==> config.mk <==
export PLATFORM = sky130hd
export DESIGN_NAME = branch_pred_ctrl_flat
export DESIGN_NICKNAME = d
export VERILOG_FILES = /design/src/rtl/bpu_pkg.sv /design/src/rtl/branch_pred_ctrl_if.sv /design/src/rtl/pht_2bit.sv /design/src/rtl/branch_pred_ctrl.sv /design/src/flat_wrapper.sv
export SDC_FILE = /design/constraint.sdc
export NUM_CORES = 1
export LEC_CHECK = 0
export BUFFER_PORTS_ARGS = -buffer_cell sky130_fd_sc_hd__buf_2
export CAP_MARGIN = 20
export CORE_ASPECT_RATIO = 0.5
export CORE_MARGIN = 1
export CORE_UTILIZATION = 40
export CTS_BUF_LIST = sky130_fd_sc_hd__clkbuf_4 sky130_fd_sc_hd__clkbuf_8 sky130_fd_sc_hd__clkbuf_16
export DETAILED_ROUTE_END_ITERATION = 10
export PLACE_DENSITY = 0.64
export SLEW_MARGIN = 0
export SYNTH_ARGS = -nofsm -noshare
export SYNTH_HDL_FRONTEND = slang
export SYNTH_SLANG_ARGS = --single-unit
==> constraint.sdc <==
create_clock -name clk -period 3.15 [get_ports clk]
set_input_delay 0.63 -clock clk [delete_from_list [all_inputs] [get_ports clk]]
set_output_delay 0.63 -clock clk [all_outputs]
set_load 0.05 [all_outputs]
==> src/rtl/bpu_pkg.sv <==
// Shared definitions for the branch predictor: 2-bit counter encodings and the
// saturating update used when a branch resolves.
package bpu_pkg;

    typedef enum logic [1:0] {
        SNT = 2'b00,
        WNT = 2'b01,
        WT  = 2'b10,
        ST  = 2'b11
    } pht_cnt_e;

    localparam logic [1:0] PHT_RESET = WNT;

    function automatic logic [1:0] sat_update(input logic [1:0] cnt, input logic up);
        if (up) begin
            return (cnt == ST) ? cnt : cnt + 2'd1;
        end
        return (cnt == SNT) ? cnt : cnt - 2'd1;
    endfunction

endpackage

==> src/rtl/branch_pred_ctrl_if.sv <==
// Pipeline-facing signals of the branch predictor; the pipeline is the master,
// the predictor the slave.
interface branch_pred_ctrl_if #(
    parameter int unsigned PC_W  = 32,
    parameter int unsigned CNT_W = 16
);
    logic             id_valid;
    logic             id_branch;
    logic [PC_W-1:0]  id_pc;
    logic [PC_W-1:0]  id_pc_next;
    logic [PC_W-1:0]  id_target;
    logic             stall;
    logic             ex_taken;
    logic             pred_taken_ID;
    logic             redirect_ID;
    logic [PC_W-1:0]  redirect_pc_ID;
    logic             mispredict_EX;
    logic [PC_W-1:0]  correct_pc_EX;
    logic [CNT_W-1:0] branch_cnt;
    logic [CNT_W-1:0] mispred_cnt;

    modport master (
        output id_valid, id_branch, id_pc, id_pc_next, id_target, stall, ex_taken,
        input  pred_taken_ID, redirect_ID, redirect_pc_ID, mispredict_EX, correct_pc_EX,
        input  branch_cnt, mispred_cnt
    );

    modport slave (
        input  id_valid, id_branch, id_pc, id_pc_next, id_target, stall, ex_taken,
        output pred_taken_ID, redirect_ID, redirect_pc_ID, mispredict_EX, correct_pc_EX,
        output branch_cnt, mispred_cnt
    );
endinterface

==> src/rtl/pht_2bit.sv <==
// Pattern history table of 2-bit saturating counters: combinational lookup,
// clocked read-modify-write training of one entry per cycle.
module pht_2bit
    import bpu_pkg::*;
#(
    parameter int unsigned IDX_W = 6
) (
    input  logic             clk,
    input  logic             reset,
    input  logic [IDX_W-1:0] rd_idx,
    output logic [1:0]       rd_cnt,
    input  logic             wr_en,
    input  logic [IDX_W-1:0] wr_idx,
    input  logic             wr_up
);
    localparam int unsigned ENTRIES = 1 << IDX_W;

    logic [1:0] pht_q [ENTRIES];

    always_ff @(posedge clk) begin
        if (!reset) begin
            for (int unsigned i = 0; i < ENTRIES; i++) begin
                pht_q[i] <= PHT_RESET;
            end
        end else if (wr_en) begin
            pht_q[wr_idx] <= sat_update(pht_q[wr_idx], wr_up);
        end
    end

    // No write bypass: a lookup racing a training write sees the old counter.
    assign rd_cnt = pht_q[rd_idx];

endmodule

==> src/rtl/branch_pred_ctrl.sv <==
// Dynamic branch predictor: PHT lookup in ID, prediction tracked into EX,
// mispredict flush/correction, PHT training and branch statistics.
module branch_pred_ctrl
    import bpu_pkg::*;
#(
    parameter int unsigned PC_W     = 32,
    parameter int unsigned PHT_BITS = 6,
    parameter int unsigned CNT_W    = 16
) (
    input logic              clk,
    input logic              reset,
    branch_pred_ctrl_if.slave bus
);
    logic [PHT_BITS-1:0] id_idx;
    logic [1:0]          id_cnt;
    logic                pred;
    logic                mispredict;

    logic                ex_vld_q, ex_vld_d;
    logic                ex_pred_q, ex_pred_d;
    logic [PHT_BITS-1:0] ex_idx_q, ex_idx_d;
    logic [PC_W-1:0]     ex_alt_pc_q, ex_alt_pc_d;
    logic [CNT_W-1:0]    branch_cnt_q, branch_cnt_d;
    logic [CNT_W-1:0]    mispred_cnt_q, mispred_cnt_d;

    logic unused_pc;
    assign unused_pc = ^{bus.id_pc[PC_W-1:PHT_BITS+2], bus.id_pc[1:0]};

    assign id_idx = bus.id_pc[PHT_BITS+1:2];

    pht_2bit #(
        .IDX_W (PHT_BITS)
    ) u_pht (
        .clk    (clk),
        .reset  (reset),
        .rd_idx (id_idx),
        .rd_cnt (id_cnt),
        .wr_en  (ex_vld_q),
        .wr_idx (ex_idx_q),
        .wr_up  (bus.ex_taken)
    );

    assign pred       = bus.id_valid & bus.id_branch & id_cnt[1];
    assign mispredict = ex_vld_q & (bus.ex_taken != ex_pred_q);

    always_comb begin
        ex_vld_d    = bus.id_valid & bus.id_branch;
        ex_pred_d   = pred;
        ex_idx_d    = id_idx;
        ex_alt_pc_d = pred ? bus.id_pc_next : bus.id_target;
        // A flushed or stalled ID instruction must not be resolved in EX.
        if (mispredict || bus.stall) begin
            ex_vld_d = 1'b0;
        end
    end

    always_comb begin
        branch_cnt_d  = branch_cnt_q;
        mispred_cnt_d = mispred_cnt_q;
        if (ex_vld_q && (branch_cnt_q != '1)) begin
            branch_cnt_d = branch_cnt_q + CNT_W'(1);
        end
        if (mispredict && (mispred_cnt_q != '1)) begin
            mispred_cnt_d = mispred_cnt_q + CNT_W'(1);
        end
    end

    always_ff @(posedge clk) begin
        if (!reset) begin
            ex_vld_q      <= 1'b0;
            ex_pred_q     <= 1'b0;
            ex_idx_q      <= '0;
            ex_alt_pc_q   <= '0;
            branch_cnt_q  <= '0;
            mispred_cnt_q <= '0;
        end else begin
            ex_vld_q      <= ex_vld_d;
            ex_pred_q     <= ex_pred_d;
            ex_idx_q      <= ex_idx_d;
            ex_alt_pc_q   <= ex_alt_pc_d;
            branch_cnt_q  <= branch_cnt_d;
            mispred_cnt_q <= mispred_cnt_d;
        end
    end

    // The older EX branch wins: a mispredict suppresses any ID redirect.
    assign bus.pred_taken_ID  = pred;
    assign bus.redirect_ID    = pred & ~bus.stall & ~mispredict;
    assign bus.redirect_pc_ID = bus.id_target;
    assign bus.mispredict_EX  = mispredict;
    assign bus.correct_pc_EX  = ex_alt_pc_q;
    assign bus.branch_cnt     = branch_cnt_q;
    assign bus.mispred_cnt    = mispred_cnt_q;

endmodule

==> src/flat_wrapper.sv <==
// flat-port wrapper written by rule: the top's interface ports become plain ports
module branch_pred_ctrl_flat import bpu_pkg::*;
#(
    parameter int unsigned PC_W     = 32,
    parameter int unsigned PHT_BITS = 6,
    parameter int unsigned CNT_W    = 16
)
  (clk, reset, bus_id_valid, bus_id_branch, bus_id_pc, bus_id_pc_next, bus_id_target, bus_stall, bus_ex_taken, bus_pred_taken_ID, bus_redirect_ID, bus_redirect_pc_ID, bus_mispredict_EX, bus_correct_pc_EX, bus_branch_cnt, bus_mispred_cnt);
  branch_pred_ctrl_if #(.PC_W(PC_W), .CNT_W(CNT_W)) bus_i ();
  input logic clk;
  input logic reset;
  input wire logic [$bits(bus_i.id_valid)-1:0] bus_id_valid;
  input wire logic [$bits(bus_i.id_branch)-1:0] bus_id_branch;
  input wire logic [$bits(bus_i.id_pc)-1:0] bus_id_pc;
  input wire logic [$bits(bus_i.id_pc_next)-1:0] bus_id_pc_next;
  input wire logic [$bits(bus_i.id_target)-1:0] bus_id_target;
  input wire logic [$bits(bus_i.stall)-1:0] bus_stall;
  input wire logic [$bits(bus_i.ex_taken)-1:0] bus_ex_taken;
  output wire logic [$bits(bus_i.pred_taken_ID)-1:0] bus_pred_taken_ID;
  output wire logic [$bits(bus_i.redirect_ID)-1:0] bus_redirect_ID;
  output wire logic [$bits(bus_i.redirect_pc_ID)-1:0] bus_redirect_pc_ID;
  output wire logic [$bits(bus_i.mispredict_EX)-1:0] bus_mispredict_EX;
  output wire logic [$bits(bus_i.correct_pc_EX)-1:0] bus_correct_pc_EX;
  output wire logic [$bits(bus_i.branch_cnt)-1:0] bus_branch_cnt;
  output wire logic [$bits(bus_i.mispred_cnt)-1:0] bus_mispred_cnt;
  assign bus_i.id_valid = bus_id_valid;
  assign bus_i.id_branch = bus_id_branch;
  assign bus_i.id_pc = bus_id_pc;
  assign bus_i.id_pc_next = bus_id_pc_next;
  assign bus_i.id_target = bus_id_target;
  assign bus_i.stall = bus_stall;
  assign bus_i.ex_taken = bus_ex_taken;
  assign bus_pred_taken_ID = bus_i.pred_taken_ID;
  assign bus_redirect_ID = bus_i.redirect_ID;
  assign bus_redirect_pc_ID = bus_i.redirect_pc_ID;
  assign bus_mispredict_EX = bus_i.mispredict_EX;
  assign bus_correct_pc_EX = bus_i.correct_pc_EX;
  assign bus_branch_cnt = bus_i.branch_cnt;
  assign bus_mispred_cnt = bus_i.mispred_cnt;
  branch_pred_ctrl #(.PC_W(PC_W), .PHT_BITS(PHT_BITS), .CNT_W(CNT_W)) u_core (.clk(clk), .reset(reset), .bus(bus_i));
endmodule
==> results of run 1 <==
-- cells by family after synthesis --
family	count (synthesis)	synth area share
simple gates	429	0.204
flops	200	0.519
buf+inv	129	0.0735
compound gates	119	0.0768
mux	67	0.0963
xor+xnor	30	0.0258
fa+ha+maj	4	0.00467
-- cell type report --
class | instances | area [µm²]
Antenna cell | 3 | 7.51
Clock buffer | 19 | 464
Clock inverter | 13 | 124
Fill cell | 2162 | 12500
Inverter | 8 | 30.0
Multi-Input combinational cell | 649 | 4170
Sequential cell | 200 | 5290
Tap cell | 336 | 420
Timing Repair Buffer | 232 | 1520
-- final timing paths --
kind,from,end,slack [ns],depth (start not counted)
max reg2reg,u_core.ex_idx_q[2],u_core.u_pht.pht_q[59][0],0.10,8
min,bus_id_pc_next[6],u_core.bus.correct_pc_EX[6],0.40,3
max,bus_id_pc[3],bus_redirect_ID,-0.15,10
min reg2reg,u_core.bus.branch_cnt[12],u_core.bus.branch_cnt[12],0.53,2
-- repair_timing --
item	4_1_cts	5_1_grt
buffers inserted	1	0
resized for setup	10	0
endpoints found under the hold margin	0	0
setup endpoints to repair	2	2
pin swaps	3	0
cloned	1	0
-- worst register-to-register path: stages, from the launching register on --
cell       delay, ns
dfxtp_2         0.67
mux2_2          0.42
a221oi_1        0.41
o22ai_1         0.15
o2bb2ai_1       0.15
nor3_2          0.29
maj3_2          0.31
buf_12          0.22
nand3_1         0.14
-- sequential cells by signal (all words and copies together), names as in the netlist --
name / count
u_core.bus.branch_cnt: 16
u_core.bus.correct_pc_EX: 32
u_core.bus.mispred_cnt: 16
u_core.ex_idx_q: 6
u_core.ex_pred_q: 1
u_core.ex_vld_q: 1
u_core.u_pht.pht_q: 128
-- through the flow --
step | setup TNS [ns] | hold slack, ns
after floorplan | 0 | 0.643
after global placement | -2.19 | 0.493
after detailed placement | -2.92 | 0.518
after CTS | -0.304 | 0.394
after global routing | -0.394 | 0.404
final | -0.283 | 0.403
-- where the power goes --
group | leakage [nW] | total (mW) | internal, mW | switching, mW
Clock | 0.299 | 2.21 | 1.15 | 1.06
Sequential | 1.74 | 2.90 | 2.85 | 0.0451
Combinational | 2.50 | 0.926 | 0.303 | 0.623
Total | 4.54 | 6.03 | 4.30 | 1.73
-- cell usage after synthesis (3+ instances only) --
cell,instances
buf_4,43
and2_1,38
edfxtp_1,128
nor3_1,23
mux2i_1,35
nor3_2,8
clkbuf_1,48
buf_1,4
o32ai_1,3
xnor2_1,20
nand4_1,5
nand3_1,118
nand2_1,137
mux4_2,24
a221oi_1,6
a31oi_1,8
mux2_2,8
nand2b_1,5
a21oi_1,3
o22ai_1,5
buf_2,15
inv_1,8
o21ai_2,9
o21ai_0,44
dfxtp_1,72
o21ai_1,11
a221o_1,3
or3_1,3
and3_1,15
a22oi_1,11
and4_1,6
nor2_1,54
a22o_1,4
buf_6,8
or2_2,4
nor2b_1,10
xor2_1,10
-- metal layers --
layer,GRT usage,vias to the layer above,routed length [µm],part of all wire
li1,-,3751,-,-
met3,0.0606,49,3170,0.11
met5,0,-,0,0
met1,0.292,3963,11800,0.41
met4,0.0729,0,583,0.020
met2,0.357,455,13500,0.46
==> results.md, run 1 <==
* Placed Cells at roughly 1,400
* Pwr per Cell Area at around 500 mW/mm²
* Final setup margin at -0.148 ns
* Die Ht at approximately 110 µm
* Num rows at 40
* Fmax at between 300 and 400 MHz
* Crit path required time at around 2.5 ns
* Final non-filler cell total at between 1,000 and 1,500
* Vias per cell at ~5.6
* CTS tree: yes
* Final Critical Period at approximately 3.3 ns
* Number of flops mapped to enable cells by yosys at 128
* Slew Viols, Final at 0
* Synth Register Bits at 200
* Clock transition at the registers of the reported paths at ~0.07 ns
* Detailed-route wire length at 29.1 mm
* Slew at the pin closest to its max-slew limit at 0.786 ns
* Initial DRT Pass Iterations at 7
* Clock buffer depth at 2
* DR iter-0 viols at 770
* Violated checks: negative setup slack
* Hold buffers post-CTS at 0
* Worst path arrival time at 2.67 ns
* Post-place setup slack at -0.266 ns
* Leakage at 4.54 nW
* Most frequent cells in the layout: buf_2, nand2_1, edfxtp_1
* Pin count of the biggest net entering global routing at ~140
* Async SR Flop Fraction at 0
* Worst path most repeated cell: mux4_2
* Max-capacitance violation count at 0
* # DRC at 0
* GRT Util Overall at 0.222
* IR drop worst, VDD at 0.000283 V
* DP Wirelength at approximately 20 mm
* Vias in the first global route at around 7,600
* CTS Buf Count at 17
* Slew HR at 0.474
* CP max-delay cell: mux4_2
* Status: finished, violations left
* Finish-stage setup viols at 2
* CTS root buffer: clkbuf_16
* # IOs at roughly 200
* Synthesized area per cell at 10.4 µm²
* CP max FO at 7
* Die ar. at approximately 0.026 mm²
* HP Class: in2reg
* Latest clock arrival within the worst-skew pair at 0.45 ns
* Buf/Inv on CP at 4
* Antenna violations before repair at 3
* Post-Syn Instances at a little under 1,000
* Vias post-DR at roughly 8,200
* Core area at around 0.024 mm²
* CP peak stage delay at 0.54 ns
* Die width at about 230 µm
* Antenna Nets Post-Route at 0
* H-Tree Level Count at 4
* CP startpoint kind: input port
* CTS Sinks at 200
* Initial cell density of the core at 0.416
* Area contributors post-synth: edfxtp_1, dfxtp_1, nand3_1
* Ys Warns at 0
* # port buffers at around 170
* RSZ-0062 raised after global routing: yes
* Fin nets at ~1,200
* Sequential-to-total area share from yosys stat at 0.519
* Cells along the critical path: buf_8, buf_12, mux4_2, mux4_2, nor2_1, a31oi_1, a22o_2, inv_2, nor3_4, buf_6
* Critical Path Sink Type: primary output
* Final Instance Area at roughly 0.012 mm²
* First-pass GRT wire length at 43.5 mm
* P&R area growth vs syn at 18.0%
* Commonest non-fill, non-tap cell in the layout: buf_2
* Synth Flop Type: edfxtp_1
* GPL Wtd Cong at roughly 0.93
* CP Class: in2out
* Syn Std Cell Area at approximately 0.010 mm²
* Final hold vios at 0
* Synth top area share at 0.377
* Worst Clk Skew at ~0.013 ns
* Cell variety after synth at 56
* Total power at between 6 and 7 mW
* Post-synth top area cell: edfxtp_1
* WL per Instance at 19.9 µm
* Total gr overflow at 0
* CP top delay family: multiplexers
* Layout cells sized above 1 at 0.288
* Synth Net Count at 1,082
* Placed Area at approximately 0.011 mm²
* Final period utilization at 1.05
* Finished Core Util at 0.491
No activity file was read; power rests on OpenSTA's default activity.
==> run 2: changes to the inputs <==
--- a/config.mk
+++ b/config.mk
@@ -5,6 +5,7 @@
 export SDC_FILE = /design/constraint.sdc
 export NUM_CORES = 1
 export LEC_CHECK = 0
+export ABC_AREA = 1
 export BUFFER_PORTS_ARGS = -buffer_cell sky130_fd_sc_hd__buf_2
 export CAP_MARGIN = 20
 export CORE_ASPECT_RATIO = 0.5
==> results.md, run 2 <==
* Initial DRT Pass Iterations at 7
* CP Class: in2out
* WL per Instance at between 15 and 20 µm
* Synth Net Count at between 1,500 and 2,000
* Largest register by flop count: u_core.u_pht.pht_q
* CP max FO at 10
* HP Class: in2reg
* IR drop worst, VDD at between 0.0003 and 0.0004 V
* Die ar. at around 0.028 mm²
* Pin count of the biggest net entering global routing at around 130
* Post-synth top cells: nand2_1, nor2_1, inv_1
* P&R area growth vs syn at 14.4%
* Hold buffers post-CTS at 0
* Antenna diode count at 0
* Final Instance Area at 0.0127 mm²
* # port buffers at about 170
* Synth top area share at 0.346
* Fin nets at 1,758
* Num rows at 42
* FF+latch area at around 0.0053 mm²
* Synthesized area per cell at roughly 7 µm²
* Metal-1 WL at 14.0 mm
* Core area at 0.0269 mm²
* Slew Viols, Final at 0
* # IOs at approximately 200
* Commonest non-fill, non-tap cell in the layout: nand2_1
* Layout cells sized above 1 at 0.152
* Detailed-route wire length at ~31 mm
* # Post-CTS Setup Buffers at 0
* H-Tree Level Count at 4
* Max FFs per register at approximately 130
* Leakage at around 5.5 nW
* Slew at the pin closest to its max-slew limit at about 0.61 ns
* # DRC at 0
* Status: completed
* Antenna violations before repair at 0
* Placed Cells at ~2,000
* Initial cell density of the core at 0.413
* Latest clock arrival within the worst-skew pair at roughly 0.44 ns
* Total power at 6.05 mW
* Die width at between 200 and 250 µm
* Critical Path Sink Type: primary output
* Met3 Wirelength at around 2.2 mm
* CTS Sinks at 200
* Met2 Wirelength at ~15 mm
* Multi-input logic area at around 0.0045 mm²
* CTS Buf Count at 17
* Synth Flop Type: edfxtp_1
* Final non-filler cell total at roughly 2,000
* Placed Area at 0.0121 mm²
* Slew HR at 0.590
* Worst path arrival time at 2.38 ns
* First-pass GRT wire length at 49.1 mm
* Vias in the first global route at ~9,200
* Vias per cell at about 4.9
* CTS root buffer: clkbuf_16
* Final period utilization at 0.957
* Max-capacitance violation count at 0
* Setup TNS at 0 ns
* Ys Warns at 0
* Worst Clk Skew at approximately 0.011 ns
* Syn Std Cell Area at roughly 0.011 mm²
* Final setup margin at roughly 0.14 ns
* RSZ-0062 raised after global routing: no
* Finish-stage setup viols at 0
* Count leader, synth: nand2_1
* Pwr per Cell Area at around 480 mW/mm²
* Async SR Flop Fraction at 0
* CP startpoint kind: input port
* GPL Wtd Cong at between 0.8 and 0.9
* Post-synth top area cell: edfxtp_1
* Synth Register Bits at 200
* Post-place setup slack at 0.242 ns
* Post-cts resize count at 0
* CTS tree: yes
* Vias post-DR at roughly 10,000
* Final hold vios at 0
* Fmax at about 330 MHz
* Most frequent cells in the layout: nand2_1, nor2_1, buf_2
* Clock buffer depth at 2
* Crit path required time at 2.52 ns
* Sequential-to-total area share from yosys stat at 0.476
* DR top layer: met4
* Clock transition at the registers of the reported paths at 0.08 ns
* Final Critical Period at roughly 3.0 ns
* GRT Util Overall at 0.223
* Layout filler cell count at ~2,700
* Post-Syn Instances at 1,543
* Cell variety after synth at 34
* DR iter-0 viols at 785
* Number of flops mapped to enable cells by yosys at about 130
* Total gr overflow at 0
* Antenna Nets Post-Route at 0
* Area contributors post-synth: edfxtp_1, nand2_1, dfxtp_1
* Die Ht at roughly 120 µm
* DP Wirelength at 21.0 mm
## run 2: changes by cell type after synthesis, sizes merged, moves of 26 or more
cell	delta
clkbuf	-26
nand3	+43
a21oi	+70
nand2	+404
o21ai	-37
inv	+157
and2	-39
mux2i	-35
nor2	+151
## run 2: path summary, 6_finish.rpt
path	endpoint	slack, ns	depth (start not counted)	start
worst max-delay path	bus_redirect_ID	0.14	14	bus_id_pc[2]
worst min-delay path	u_core.bus.correct_pc_EX[1]	0.42	3	bus_id_target[1]
worst max register to register	u_core.u_pht.pht_q[17][1]	0.50	14	u_core.ex_idx_q[1]
worst min register to register	u_core.bus.branch_cnt[7]	0.48	2	u_core.bus.branch_cnt[7]
## run 2: where the power goes
part / total, mW / internal (mW) / switching [mW]
clock: 2.15 / 1.09 / 1.06
combinational: 1.02 / 0.272 / 0.750
sequential: 2.87 / 2.84 / 0.0322
## run 2: logic make-up after synthesis
kind of cell,count (synthesis),share of synthesized area
adders and majority gates,2,0.00226
DFF,200,0.476
buffers and inverters,282,0.120
AOI/OAI and AO/OA,108,0.0505
xor gates and xnor gates,5,0.00395
and+or+nand+nor,946,0.347
## run 2: final cells by class
class | instances | share of cell area
clock inverter | 13 | 0.00878
clock buffer | 19 | 0.0361
inverter | 165 | 0.0488
multi-input combinational | 1061 | 0.354
sequential | 200 | 0.417
tap | 374 | 0.0369
timing repair buffer | 209 | 0.0984
## run 2: stage by stage
step / hold slack, ns / util
3_5_place_dp: 0.467 / 0.451
4_1_cts: 0.405 / 0.472
5_1_grt: 0.406 / 0.472
2_1_floorplan: 0.658 / -
6_report: 0.416 / 0.472
3_3_place_gp: 0.468 / 0.451
## run 2: per-layer routing
metal	GRT usage	vias up
met1	0.307	4550
li1	-	5072
met4	0.0528	0
met2	0.367	368
met5	0	-
met3	0.0382	37
## run 2: worst max-delay path: stages
cell and delay (ns):
buf_2 0.13, inv_1 0.09, buf_4 0.19, nand2_1 0.08, nand3_1 0.09, nand3_1 0.13, nand2_1 0.14, nand2_1 0.06
nand3_1 0.06, nand3_1 0.08, nand2_2 0.16, nand2_1 0.16, nor2_2 0.10, buf_2 0.26
